$ cat src/rtl/commit_ctrl.sv
// Commit stage: architectural GPR/LLbit update, exception/ERTN/refetch/IDLE resolution, flush and redirect.
// Latency 1 cycle (all outputs registered); holds upstream via stall_o through flush drain and IDLE sleep.
module commit_ctrl #(
   parameter int FLUSH_CYCLES = 2,
   parameter int ADDR_W       = 32
) (
   input  logic              clk,
   input  logic              rst,
   input  logic              wb_valid_i,
   input  logic [ADDR_W-1:0] wb_pc_i,
   input  logic              wb_excp_i,
   input  logic [15:0]       wb_excp_num_i,
   input  logic              wb_ertn_i,
   input  logic              wb_idle_i,
   input  logic              wb_refetch_i,
   input  logic              wb_we_i,
   input  logic [4:0]        wb_waddr_i,
   input  logic [31:0]       wb_wdata_i,
   input  logic              wb_llbit_we_i,
   input  logic              wb_llbit_value_i,
   input  logic              int_pending_i,
   input  logic [ADDR_W-1:0] csr_eentry_i,
   input  logic [ADDR_W-1:0] csr_era_i,
   output logic              reg_we_o,
   output logic [4:0]        reg_waddr_o,
   output logic [31:0]       reg_wdata_o,
   output logic              llbit_o,
   output logic              flush_o,
   output logic              redirect_valid_o,
   output logic [ADDR_W-1:0] redirect_pc_o,
   output logic              excp_commit_o,
   output logic [3:0]        excp_code_o,
   output logic [ADDR_W-1:0] excp_pc_o,
   output logic              ertn_commit_o,
   output logic              stall_o,
   output logic              idle_o
);

   typedef enum logic [1:0] {RUN, FLUSH, IDLE} state_t;

   localparam int CNT_W = (FLUSH_CYCLES > 1) ? $clog2(FLUSH_CYCLES) : 1;
   localparam logic [CNT_W-1:0] CNT_INIT = CNT_W'(FLUSH_CYCLES - 1);

   state_t            state_q;
   logic [CNT_W-1:0]  cnt_q;
   logic [ADDR_W-1:0] idle_pc_q;

   logic              reg_we_q;
   logic [4:0]        reg_waddr_q;
   logic [31:0]       reg_wdata_q;
   logic              llbit_q;
   logic              flush_q;
   logic              redirect_valid_q;
   logic [ADDR_W-1:0] redirect_pc_q;
   logic              excp_commit_q;
   logic [3:0]        excp_code_q;
   logic [ADDR_W-1:0] excp_pc_q;
   logic              ertn_commit_q;
   logic              stall_q;
   logic              idle_q;

   logic [3:0]        excp_code_d;
   logic              gpr_we;

   // Scanning high-to-low leaves the lowest set bit's index; an empty vector reports 0.
   always_comb begin
      excp_code_d = 4'd0;
      for (int i = 15; i >= 0; i--) begin
         if (wb_excp_num_i[i]) excp_code_d = 4'(i);
      end
   end

   assign gpr_we = wb_we_i & (wb_waddr_i != 5'd0);

   always_ff @(posedge clk or posedge rst) begin
      if (rst) begin
         state_q          <= RUN;
         cnt_q            <= '0;
         idle_pc_q        <= '0;
         reg_we_q         <= 1'b0;
         reg_waddr_q      <= '0;
         reg_wdata_q      <= '0;
         llbit_q          <= 1'b0;
         flush_q          <= 1'b0;
         redirect_valid_q <= 1'b0;
         redirect_pc_q    <= '0;
         excp_commit_q    <= 1'b0;
         excp_code_q      <= '0;
         excp_pc_q        <= '0;
         ertn_commit_q    <= 1'b0;
         stall_q          <= 1'b0;
         idle_q           <= 1'b0;
      end else begin
         reg_we_q         <= 1'b0;
         redirect_valid_q <= 1'b0;
         excp_commit_q    <= 1'b0;
         ertn_commit_q    <= 1'b0;
         flush_q          <= 1'b0;
         stall_q          <= 1'b0;
         idle_q           <= 1'b0;
         case (state_q)
            RUN: begin
               if (wb_valid_i) begin
                  if (int_pending_i || wb_excp_i) begin
                     excp_commit_q    <= 1'b1;
                     excp_code_q      <= int_pending_i ? 4'hF : excp_code_d;
                     excp_pc_q        <= wb_pc_i;
                     redirect_valid_q <= 1'b1;
                     redirect_pc_q    <= csr_eentry_i;
                     llbit_q          <= 1'b0;
                     flush_q          <= 1'b1;
                     stall_q          <= 1'b1;
                     cnt_q            <= CNT_INIT;
                     state_q          <= FLUSH;
                  end else if (wb_ertn_i) begin
                     ertn_commit_q    <= 1'b1;
                     redirect_valid_q <= 1'b1;
                     redirect_pc_q    <= csr_era_i;
                     llbit_q          <= 1'b0;
                     flush_q          <= 1'b1;
                     stall_q          <= 1'b1;
                     cnt_q            <= CNT_INIT;
                     state_q          <= FLUSH;
                  end else begin
                     reg_we_q    <= gpr_we;
                     reg_waddr_q <= wb_waddr_i;
                     reg_wdata_q <= wb_wdata_i;
                     if (wb_llbit_we_i) llbit_q <= wb_llbit_value_i;
                     if (wb_refetch_i) begin
                        redirect_valid_q <= 1'b1;
                        redirect_pc_q    <= wb_pc_i + ADDR_W'(4);
                        flush_q          <= 1'b1;
                        stall_q          <= 1'b1;
                        cnt_q            <= CNT_INIT;
                        state_q          <= FLUSH;
                     end else if (wb_idle_i) begin
                        // Wake-up interrupt reports the instruction after IDLE as its return point.
                        idle_pc_q <= wb_pc_i + ADDR_W'(4);
                        flush_q   <= 1'b1;
                        stall_q   <= 1'b1;
                        idle_q    <= 1'b1;
                        state_q   <= IDLE;
                     end
                  end
               end
            end
            FLUSH: begin
               if (cnt_q == '0) begin
                  state_q <= RUN;
               end else begin
                  cnt_q   <= cnt_q - 1'b1;
                  flush_q <= 1'b1;
                  stall_q <= 1'b1;
               end
            end
            IDLE: begin
               if (int_pending_i) begin
                  excp_commit_q    <= 1'b1;
                  excp_code_q      <= 4'hF;
                  excp_pc_q        <= idle_pc_q;
                  redirect_valid_q <= 1'b1;
                  redirect_pc_q    <= csr_eentry_i;
                  llbit_q          <= 1'b0;
                  flush_q          <= 1'b1;
                  stall_q          <= 1'b1;
                  cnt_q            <= CNT_INIT;
                  state_q          <= FLUSH;
               end else begin
                  idle_q  <= 1'b1;
                  stall_q <= 1'b1;
               end
            end
            default: state_q <= RUN;
         endcase
      end
   end

   assign reg_we_o         = reg_we_q;
   assign reg_waddr_o      = reg_waddr_q;
   assign reg_wdata_o      = reg_wdata_q;
   assign llbit_o          = llbit_q;
   assign flush_o          = flush_q;
   assign redirect_valid_o = redirect_valid_q;
   assign redirect_pc_o    = redirect_pc_q;
   assign excp_commit_o    = excp_commit_q;
   assign excp_code_o      = excp_code_q;
   assign excp_pc_o        = excp_pc_q;
   assign ertn_commit_o    = ertn_commit_q;
   assign stall_o          = stall_q;
   assign idle_o           = idle_q;

endmodule

$ cat config.mk
export PLATFORM = sky130hd
export DESIGN_NAME = commit_ctrl
export DESIGN_NICKNAME = d
export VERILOG_FILES = /design/src/rtl/commit_ctrl.sv
export SDC_FILE = /design/constraint.sdc
export NUM_CORES = 1
export LEC_CHECK = 0
export CAP_MARGIN = 20
export CORE_MARGIN = 3
export CORE_UTILIZATION = 30
export DETAILED_ROUTE_END_ITERATION = 12
export MAX_ROUTING_LAYER = met4
export PLACE_DENSITY = 0.61
export SLEW_MARGIN = 20
export SYNTH_ARGS = -nofsm -noshare
export SYNTH_HDL_FRONTEND = slang
export SYNTH_SLANG_ARGS = --single-unit
$ cat constraint.sdc
create_clock -name clk -period 7.4 [get_ports clk]
set_input_delay 2.22 -clock clk [delete_from_list [all_inputs] [get_ports clk]]
set_output_delay 2.22 -clock clk [all_outputs]
set_load 0.05 [all_outputs]
==> metrics.md, run 1 <==
| Metric | Value |
|---|---|
| Outcome | `finished, final reports clean` |
| Vias per cell | `4.887` |
| CTS tree | `yes` |
| Sink Count | `148` |
| Cell variety after synth | `62` |
| Bufs on Longest Clock Path | `2` |
| Async SR Flop Fraction | `100.0%` |
| Fmax | `0.2057 GHz` |
| Final Cycle Share | `65.68%` |
| Die ar. | `27,160 µm²` |
| Core footprint | `24,530 µm²` |
| RSZ-0062 raised after global routing | `no` |
| Top cells by area, synth | `dfrtp_1, nand2_1, mux2i_1` |
| Final hold violation count | `0` |
| Dpl hpwl | `18,490 µm` |
| Yosys Warn Count | `0` |
| Worst Reg-to-Reg Cells | `6` |
| Hold Buf Count CTS | `0` |
| GRT overflow | `0` |
| WL/cell | `18.74 µm` |
| Setup TNS | `0 ps` |
| Pins Over Slew Limit | `0` |
| Lkg Pwr | `0.004694 µW` |
| # IOs | `273` |
| Hold path cells | `2` |
| Setup-failing EPs final | `0` |
| HP Start | `excp_pc_o[19]` |
| Max cap viols | `0` |
| Synthesized net count | `913` |
| DRT Wirelength | `25,040 µm` |
| PwrDens | `417.6 nW/µm²` |
| Global-route wire length before repair | `37,920 µm` |
| Synth Flop Type | `dfrtp_1` |
| Final antenna-violating net count | `0` |
| Top-count cell post-synth | `dfrtp_1` |
| Die height | `164.8 µm` |
| Residual DRC | `0` |
| CP Launch Type | `input port` |
| Non-Filler Instances | `1,336` |
| Leading area contributor after synthesis | `dfrtp_1` |
| Crit path capture type | `register` |
| Total number of vias | `6,529` |
| CTS H-tree lvls | `4` |
| Reg2reg start | `state_q[1]` |
| Mapped Area | `7566 µm²` |
| Seq cells post-synth | `148` |
| WHS Endpoint | `excp_pc_o[19]` |
| Initial Util | `30.84%` |
| CTS root buf | `clkbuf_16` |
| Die X | `164.8 µm` |
| Synth Instances | `752` |
| P&R area growth vs syn | `47.15%` |
| Rows | `57` |
| Clk_lat worst skew | `420 ps` |
| Initial antenna violation count | `1` |
| Top post-synthesis cells by count | `dfrtp_1, nand2_1, o21ai_0` |
| Worst EP arrival | `5180 ps` |
| Tmin final | `4860 ps` |
| Gpl congestion | `0.8412` |
| CP required | `7720 ps` |
| Iter 0 DRT Violations | `304` |
| Nets | `1,159` |
| DP Cell Count | `1,302` |
| Worst-path fanout max | `43` |
| Num CTS Buffers | `17` |
| Seq/Total Area, Yosys | `48.95%` |
| Post-synth EDFFs | `0` |
| GRT Resource Usage Total | `18.64%` |
| Worst r2r dst | `redirect_pc_o[19]` |
| Largest net degree at the start of global routing | `104` |
| DRT Pass-1 Iters | `4` |
| Worst vdd ir | `0.2311 mV` |
| Skew final | `13.01 ps` |
| Share of layout cells above drive strength 1 | `10.40%` |
| Number of global-route vias before repair | `6,554` |
| Worst hold path type | `reg -> reg` |
| # resized after CTS | `0` |
| Worst Tran Pin Value | `1133 ps` |
| Top cell type's share of synthesized area | `48.95%` |
| Worst reg2reg setup slack | `4470 ps` |
| Post-CTS Setup Inserts | `0` |
| Slew HR | `24.28%` |
| # port buffers | `272` |
| Syn_area_per_cell | `10.06 µm²` |
| CP Class | `in -> reg` |
| Clk slew on worst S/H paths | `60 ps` |
-- registers in the layout (all words and copies together), names as in the netlist --
register / count
cnt_q: 1
ertn_commit_o: 1
excp_code_o: 4
excp_commit_o: 1
excp_pc_o: 32
flush_o: 1
idle_o: 1
idle_pc_q: 32
llbit_o: 1
redirect_pc_o: 32
redirect_valid_o: 1
reg_waddr_o: 5
reg_wdata_o: 32
reg_we_o: 1
stall_o: 1
state_q: 2
-- final cells by class --
cell class	count	area (µm²)
fillers	2382	13400
inverters	13	53.80
flip-flops and latches	148	3704
well taps	324	405.4
multi-input cells	536	3541
diodes	2	5.005
clock buffers	17	425.4
repair buffers	282	2796
clock inverters	14	202.7
-- report_power, final --
group          switching (µW)  leakage (µW)  internal, µW
Sequential                201       0.00184          1160
Combinational            1530       0.00256           818
Clock                     371      0.000293           568
-- cell families (layout without fill, tap and decap cells) --
| kind of cell | after synthesis | count (layout) | synth area share [%] |
|---|---|---|---|
| compound gates | 152 | 152 | 12.49 |
| xor+xnor | 18 | 18 | 2.084 |
| fa+ha+maj | 1 | 1 | 0.1653 |
| buf+inv | 68 | 326 | 4.465 |
| flops | 148 | 148 | 48.95 |
| mux | 87 | 87 | 13.16 |
| other cells | 0 | 2 | 0 |
| simple gates | 278 | 278 | 18.69 |
-- metal layers --
| layer | track usage, % | wire length, µm | up-vias |
|---|---|---|---|
| met1 | 24.27 | 11200 | 3110 |
| met4 | 5.566 | 346 | 0 |
| met5 | - | 0 | - |
| li1 | - | - | 3174 |
| met2 | 27.83 | 11410 | 222 |
| met3 | 5.969 | 2084 | 23 |
-- per-stage QoR --
step	total power [µW]	util [%]	instance area, µm²	setup WS (ps)	hold WS (ps)
floorplan	2860	-	7566	1200	445.0
global placement	3720	42.75	10490	2126	457.6
detailed placement	3740	42.75	10490	2031	461.6
CTS	4695	45.31	11120	2475	478.6
global route	4880	45.37	11130	2326	508.1
finish	4649	45.38	11130	2540	476.8
-- worst max-delay path by stage --
stage                       start  slack, ps           endpoint  cells after the start
floorplan                     rst       1200              cnt_q                      1
global placement    int_pending_i       2130      idle_pc_q[27]                      6
detailed placement  int_pending_i       2030      idle_pc_q[29]                      6
CTS                 int_pending_i       2470      idle_pc_q[29]                      6
global route        int_pending_i       2330  redirect_pc_o[19]                      7
finish              int_pending_i       2540  redirect_pc_o[19]                      7
-- cells in the final DEF, fill, tap and decap left out, drive strengths merged, types with 5 or more instances in the layout --
| cell type | count |
|---|---|
| clkdlybuf4s50 | 271 |
| dfrtp | 148 |
| nand2 | 123 |
| o21ai | 81 |
| mux2i | 44 |
| mux2 | 43 |
| nor2 | 36 |
| nand3 | 32 |
| nand4 | 19 |
| o211ai | 17 |
| clkbuf | 17 |
| inv | 17 |
| nor3 | 14 |
| a21oi | 13 |
| xor2 | 12 |
| buf | 11 |
| nor4 | 10 |
| and3 | 9 |
| and4 | 7 |
| nand3b | 6 |
| xnor2 | 6 |
| o21a | 6 |
| a211oi | 5 |
-- worst max-delay path: stages --
cell and delay, ps:
clkdlybuf4s50_1 720, mux2i_1 180, a211o_1 290, buf_4 240, inv_2 590, nand2_1 510
o32ai_1 390
(Power assumes the default switching activity.)
==> inputs of run 2 (changes only) <==
- clock period: 7.4 -> 4.8 ns (I/O delays scaled with it)
==> metrics.md, run 2 (synthesis results as in run 1) <==
| Metric | Value |
|---|---|
| Most frequent cells in the layout | `clkdlybuf4s50_1, dfrtp_1, nand2_1, o21ai_0, mux2i_1 (unchanged)` |
| Dpl hpwl | `18,930 µm (was 18,490 µm)` |
| Number of global-route vias before repair | `6,604 (was 6,554)` |
| Lkg Pwr | `0.004704 µW (was 0.004694 µW)` |
| Outcome | `finished, final reports clean (unchanged)` |
| RSZ-0062 raised after global routing | `no (unchanged)` |
| Worst-path fanout max | `13 (was 43)` |
| Fillers | `2,374 (was 2,382)` |
| Worst path slowest cell | `clkdlybuf4s50_1 (unchanged)` |
| Worst hold path type | `reg -> reg (unchanged)` |
| Share of layout cells above drive strength 1 | `10.93% (was 10.40%)` |
| Max cap viols | `0 (unchanged)` |
| WL/cell | `18.76 µm (was 18.74 µm)` |
| Gate power share | `52.1% (was 50.5%)` |
| Register area | `3704 µm² (unchanged)` |
| Clk slew on worst S/H paths | `70 ps (was 60 ps)` |
| Crit path largest cell delay | `640 ps (was 720 ps)` |
| Vias per cell | `4.894 (was 4.887)` |
| Multi-input gate area | `3543 µm² (was 3541 µm²)` |
| Pint | `3765 µW (was 2548 µW)` |
| GRT Resource Usage Total | `18.82% (was 18.64%)` |
| CTS tree | `yes (unchanged)` |
| Sink Count | `148 (unchanged)` |
| Switching Share | `46.46% (was 45.20%)` |
| Pins Over Slew Limit | `0 (unchanged)` |
| Gpl congestion | `0.8464 (was 0.8412)` |
| Largest net degree at the start of global routing | `86 (was 104)` |
| Worst EP arrival | `3980 ps (was 5180 ps)` |
| Total number of vias | `6,563 (was 6,529)` |
| Seq pwr share | `29.8% (was 29.3%)` |
| Global-route wire length before repair | `38,050 µm (was 37,920 µm)` |
| Clk_lat worst skew | `430 ps (was 420 ps)` |
| CP Launch Type | `input port (unchanged)` |
| Worst reg2reg setup slack | `2020 ps (was 4470 ps)` |
| Slew HR | `47.64% (was 24.28%)` |
| Setup TNS | `0 ps (unchanged)` |
| Core footprint | `24,530 µm² (unchanged)` |
| P&R area growth vs syn | `47.21% (was 47.15%)` |
| Hold Buf Count CTS | `0 (unchanged)` |
| Worst Tran Pin Value | `785.5 ps (was 1133 ps)` |
| Initial Util | `30.84% (unchanged)` |
| Residual DRC | `0 (unchanged)` |
| CP required | `5110 ps (was 7720 ps)` |
| Die ar. | `27,160 µm² (unchanged)` |
| WHS | `472.8 ps (was 476.8 ps)` |
| CTS H-tree lvls | `4 (unchanged)` |
| DRT Wirelength | `25,160 µm (was 25,040 µm)` |
| CTS root buf | `clkbuf_16 (unchanged)` |
| Crit path capture type | `register (unchanged)` |
| # resized after CTS | `0 (unchanged)` |
| Initial antenna violation count | `1 (unchanged)` |
| Hold path cells | `2 (unchanged)` |
| CP Class | `in -> reg (unchanged)` |
| DRT Pass-1 Iters | `5 (was 4)` |
| Num CTS Buffers | `17 (unchanged)` |
| # IOs | `273 (unchanged)` |
| Fmax | `0.2725 GHz` |
| Bufs on Longest Clock Path | `2 (unchanged)` |
| PwrDens | `631.4 nW/µm² (was 417.6 nW/µm²)` |
| Final antenna-violating net count | `0 (unchanged)` |
| Setup-failing EPs final | `0 (unchanged)` |
| Rows | `57 (unchanged)` |
| Iter 0 DRT Violations | `321 (was 304)` |
| Final Cycle Share | `76.45%` |
| Die height | `164.8 µm (unchanged)` |
| Final hold violation count | `0 (unchanged)` |
| Worst vdd ir | `0.3585 mV (was 0.2311 mV)` |
| Nets | `1,164 (was 1,159)` |
| Tmin final | `3670 ps` |
| Clock Power Share | `18.1% (was 20.2%)` |
| Die X | `164.8 µm (unchanged)` |
| Critical path cell sequence | `clkdlybuf4s50_1 > or2_1 > nor2_2 > nand2_1 > o32ai_1 (was clkdlybuf4s50_1 > mux2i_1 > a211o_1 > buf_4 > inv_2 > nand2_1 > o32ai_1)` |
| Commonest non-fill, non-tap cell in the layout | `clkdlybuf4s50_1 (unchanged)` |
| Worst Reg-to-Reg Cells | `5 (was 6)` |
| Skew final | `10.40 ps (was 13.01 ps)` |
| Post-CTS Setup Inserts | `0 (unchanged)` |
| Total net switching power | `3267 µW (was 2101 µW)` |
| GRT overflow | `0 (unchanged)` |
| # port buffers | `272 (unchanged)` |
run 2: stage by stage:
stage / worst slack [ps] / instances / total power (µW) / cell area [µm²] / utilization, %
6_report: 1130 / 1341 / 7033 / 11140 / 45.40
5_1_grt: 939.4 / 1341 / 7389 / 11140 / 45.40
4_1_cts: 1144 / 1339 / 7104 / 11110 / 45.28
3_5_place_dp: 731.5 / 1307 / 5790 / 10550 / 43.01
3_3_place_gp: 839.6 / 1307 / 5758 / 10550 / 43.01
2_1_floorplan: 1499 / 752 / 4409 / 7570 / -
run 2: layout make-up:
cell class                 count  share of cell area [%]
tap                          324                   3.640
clock buffer                  19                   3.977
multi-input combinational    536                   31.81
timing repair buffer         287                   25.81
antenna                        1                 0.02247
sequential                   148                   33.25
clock inverter                13                   1.011
inverter                      13                  0.4718
run 2: path summary, 6_finish.rpt:
check                              start                 to
max                        int_pending_i  redirect_pc_o[19]
min in group asynchronous            rst    reg_wdata_o[30]
min reg2reg                idle_pc_q[16]      idle_pc_q[16]
max reg2reg                   state_q[0]  redirect_pc_o[24]
min                        idle_pc_q[16]      idle_pc_q[16]
max in group asynchronous            rst  redirect_pc_o[21]
run 2: critical path: cells and delay by family:
family / cells / cell delay (ps)
buffers and inverters: 1 / 640
and+or+nand+nor: 3 / 1490
AOI/OAI and AO/OA: 1 / 400
run 2: routing by layer:
layer	vias to the layer above	part of all wire [%]	global-route usage, %	routed length [µm]
li1	3173	-	-	-
met1	3158	44	23.16	10970
met2	223	47	30.03	11900
met3	9	8.4	6.270	2116
met4	0	0.74	4.499	185
met5	-	0	-	0
run 2: power by group through the flow:
stage	Sequential (µW)	Clock, µW	Combinational [µW]
floorplan	3680	0	724
global placement	2100	0	3660
detailed placement	2120	0	3670
CTS	2100	1320	3680
global route	2170	1370	3860
finish	2090	1280	3660
